`config.mk`:
```
export PLATFORM = sky130hd
export DESIGN_NAME = unsigned_multiplier
export DESIGN_NICKNAME = d
export VERILOG_FILES = /design/src/rtl/unsigned_multiplier.sv
export SDC_FILE = /design/constraint.sdc
export NUM_CORES = 1
export LEC_CHECK = 0
export CORE_ASPECT_RATIO = 0.9
export CORE_MARGIN = 1.5
export CORE_UTILIZATION = 45
export CTS_CLUSTER_SIZE = 14
export DETAILED_ROUTE_END_ITERATION = 6
export PLACE_DENSITY = 0.69
export SYNTH_ARGS = -nofsm -noshare
export SYNTH_HDL_FRONTEND = slang
export SYNTH_SLANG_ARGS = --single-unit
```
`constraint.sdc`:
```
create_clock -name clk -period 0.8 [get_ports clk]
set_clock_uncertainty 0.05 [all_clocks]
set_input_delay 0.12 -clock clk [delete_from_list [all_inputs] [get_ports clk]]
set_output_delay 0.12 -clock clk [all_outputs]
set_load 0.05 [all_outputs]
```
`src/rtl/unsigned_multiplier.sv`:
```
// unsigned_multiplier: registered unsigned a*b built from an AND array, carry-save rows and a ripple adder
// Ports:
//   clk     rising-edge clock
//   rst_n   asynchronous active-low reset, clears product
//   a, b    WIDTH-bit unsigned operands
//   product 2*WIDTH-bit registered product, one cycle after a/b are sampled
module unsigned_multiplier #(
   parameter int WIDTH = 8
) (
   input  logic               clk,
   input  logic               rst_n,
   input  logic [WIDTH-1:0]   a,
   input  logic [WIDTH-1:0]   b,
   output logic [2*WIDTH-1:0] product
);
   localparam int PW = 2 * WIDTH;
   logic [PW-1:0] s, c, p, t, r;
   logic          cy;
   // s/c hold the running sum in carry-save form; each row folds in one shifted partial product.
   // Carries out of the top bit are always zero because the true product fits in PW bits.
   always_comb begin
      s  = '0;
      c  = '0;
      p  = '0;
      t  = '0;
      r  = '0;
      cy = 1'b0;
      for (int i = 0; i < WIDTH; i++) begin
         p = {{WIDTH{1'b0}}, a & {WIDTH{b[i]}}} << i;
         t = (s & c) | (s & p) | (c & p);
         s = s ^ c ^ p;
         c = t << 1;
      end
      for (int k = 0; k < PW; k++) begin
         r[k] = s[k] ^ c[k] ^ cy;
         cy   = (s[k] & c[k]) | (s[k] & cy) | (c[k] & cy);
      end
   end
   always_ff @(posedge clk or negedge rst_n)
      if (!rst_n) product <= '0;
      else        product <= r;
endmodule

```
==> results.sh <==
export IMPL_status="complete, but fails checks"
export IMPL_violations="setup timing"
export IMPL_finalMaxSlewViolations=0
export IMPL_crit_path_end_kind="flip-flop"
export IMPL_fmax_mhz=173
export IMPL_power_mw=7.49
export IMPL_grt_usage_pct=16.7
export IMPL_finalHoldViolCount=0
export IMPL_synth_top_area_share_pct=48.4
export IMPL_rows=22
export IMPL_total_leakage_power_nw=1.37
export IMPL_place_area_sq_mm=0.00272
export IMPL_hpwl_um=2830
export IMPL_synth_cell_types=6
export IMPL_reg_top3="product: 16 flops"
export IMPL_netlist_instances=188
export IMPL_h_tree_depth=1
export IMPL_final_setup_worst_slack_ns=-4.98
export IMPL_cp_max_fo=4
export IMPL_cts_path_max_buffers=2
export IMPL_pre_cts_slack_ns=-5.76
export IMPL_start_kind="input port"
export IMPL_cts_buffers=3
export IMPL_powerDensity_mw_per_mm2=2560
export IMPL_hp_start="a[0]"
export IMPL_largest_reg_flops=16
export IMPL_overflow=0
export IMPL_dp_cells=298
export IMPL_synth_ff_latch_count=16
export IMPL_pin_count=34
export IMPL_synth_common_cells="inv_1, fa_1, and2_1"
export IMPL_num_nets_final=321
export IMPL_area_delta_synth_final_pct=47.6
export IMPL_peakVddDrop_uv=2420
export IMPL_synth_top_area_cell="fa_1"
export IMPL_worstPathRequired_ns=0.88
export IMPL_avgSynthCellArea_sq_um=10.6
export IMPL_layout_drive_gt1_share_pct=41.5
export IMPL_wl_per_cell_um=11.2
export IMPL_synth_edf_count=0
export IMPL_final_util_pct=70.5
export IMPL_synth_ff_type="dfrtp_1"
export IMPL_vias=1364
export IMPL_yosysMostFrequentCell="inv_1"
export IMPL_synth_warnings=0
export IMPL_synth_area_top_cells="fa_1, dfrtp_1, and2_1"
export IMPL_maxCapViolations=0
export IMPL_synth_fp_nets=262
export IMPL_design_area_sq_mm=0.00293
export IMPL_die_w_um=73
export IMPL_tightest_slew_ns=0.278
export IMPL_async_reset_ff_share_pct=100
export IMPL_routed_wl_um=3430
export IMPL_grt_pass1_wl_um=6080
export IMPL_whs_ns=0.101
export IMPL_cp_arrival_ns=5.87
export IMPL_final_period_utilization_pct=723
export IMPL_rsz0062_at_grt="yes"
export IMPL_hold_end="product[0]"
export IMPL_synth_seq_area_share_pct=20.2
export IMPL_fillers=275
export IMPL_routabilityCongestion=0.755
export IMPL_drt_antenna_violating_nets=0
export IMPL_drc_errors=0
export IMPL_start_util_pct=47.7
export IMPL_via_per_inst=4.46
export IMPL_drt_iter0_drc=27
export IMPL_firstDrtPassIters=4
export IMPL_cts_sinks=16
export IMPL_die_h_um=66
export IMPL_numPortBuffers=33
export IMPL_final_setup_viol_count=30
export IMPL_synth_area_sq_mm=0.00198
export IMPL_path_clk_slew_ns=0.06
export IMPL_slew_headroom_pct=81.4
export IMPL_floorplan_core_area_sq_mm=0.00416
export IMPL_largest_register="product"
export IMPL_grt_max_degree=17
export IMPL_cts_root_buf="clkbuf_8"
export IMPL_hold_class="in2reg"
export IMPL_setup_tns_final_ns=-45.36
export IMPL_final_min_clock_period_ns=5.78
export IMPL_grt_pass1_vias=1460
export IMPL_antenna_found_initial=0
export IMPL_path_class="in2reg"
export IMPL_fin_cells=306
export IMPL_antennaDiodeCount=0
export IMPL_die_area_sq_mm=0.00482
export IMPL_cts_tree="done"
export IMPL_worstHoldPathCells=2
## critical path, stage by stage
cell	delay [ns]
buf_8	0.11
buf_6	0.11
and2_4	0.13
ha_4	0.26
inv_2	0.04
fa_2	0.53
inv_2	0.04
fa_2	0.35
fa_2	0.53
inv_2	0.04
fa_2	0.35
fa_2	0.34
inv_2	0.06
fa_1	0.42
ha_2	0.20
fa_2	0.38
fa_2	0.35
fa_2	0.37
fa_2	0.35
fa_2	0.36
fa_1	0.42
## repair_timing
item,in CTS,in global routing
hold buffers,0,0
setup endpoints to repair,32,31
setup buffers,4,0
cloned,0,0
gates resized for setup,74,13
pin swaps,34,13
## area by class of cell
type                            instances  area [sq um]  area share [%]
Tap cell                               60          75.1            2.56
Sequential cell                        16           400            13.7
Inverter                               52           195            6.66
Clock buffer                            4          55.1            1.88
Timing Repair Buffer                   54           662            22.6
Multi-Input combinational cell        120          1540            52.6
## worst max-delay path by stage
stage / start / end / slack, ns
after global routing: b[1] / product[14] / -5.14
after CTS: b[1] / product[14] / -5.14
after global placement: b[1] / product[14] / -5.70
final: b[1] / product[14] / -4.98
after floorplan: a[7] / product[14] / -5.05
after detailed placement: b[1] / product[14] / -5.76
## cells in the final DEF, fill, tap and decap left out, drive strengths merged
| master | Yosys | routed |
|---|---|---|
| buf | 0 | 42 |
| ha | 8 | 8 |
| clkbuf | 0 | 6 |
| clkdlybuf4s50 | 0 | 6 |
| and2 | 35 | 35 |
| nand2 | 29 | 29 |
| fa | 48 | 48 |
| clkdlybuf4s15 | 0 | 1 |
| dlygate4sd2 | 0 | 3 |
| dfrtp | 16 | 16 |
| inv | 52 | 52 |
## power by group
part / switching, mW / total [mW] / internal, mW
sequential: 0.264 / 1.46 / 1.19
clock: 0.290 / 0.728 / 0.438
combinational: 2.73 / 5.30 / 2.58
## kinds of logic after synthesis
family	count (synthesis)	share of synthesized area, %
simple gates	64	16.5
fa+ha+maj	56	53.5
buf+inv	52	9.84
flops	16	20.2
## routing by layer
metal / wire (um) / share of wire, % / track usage (%)
met5: 0 / 0 / 0
met4: 30 / 0.87 / 4.25
met3: 126 / 3.7 / 3.20
met2: 1880 / 55 / 30.9
met1: 1400 / 41 / 19.6
No activity file was read; power rests on OpenSTA's default activity.
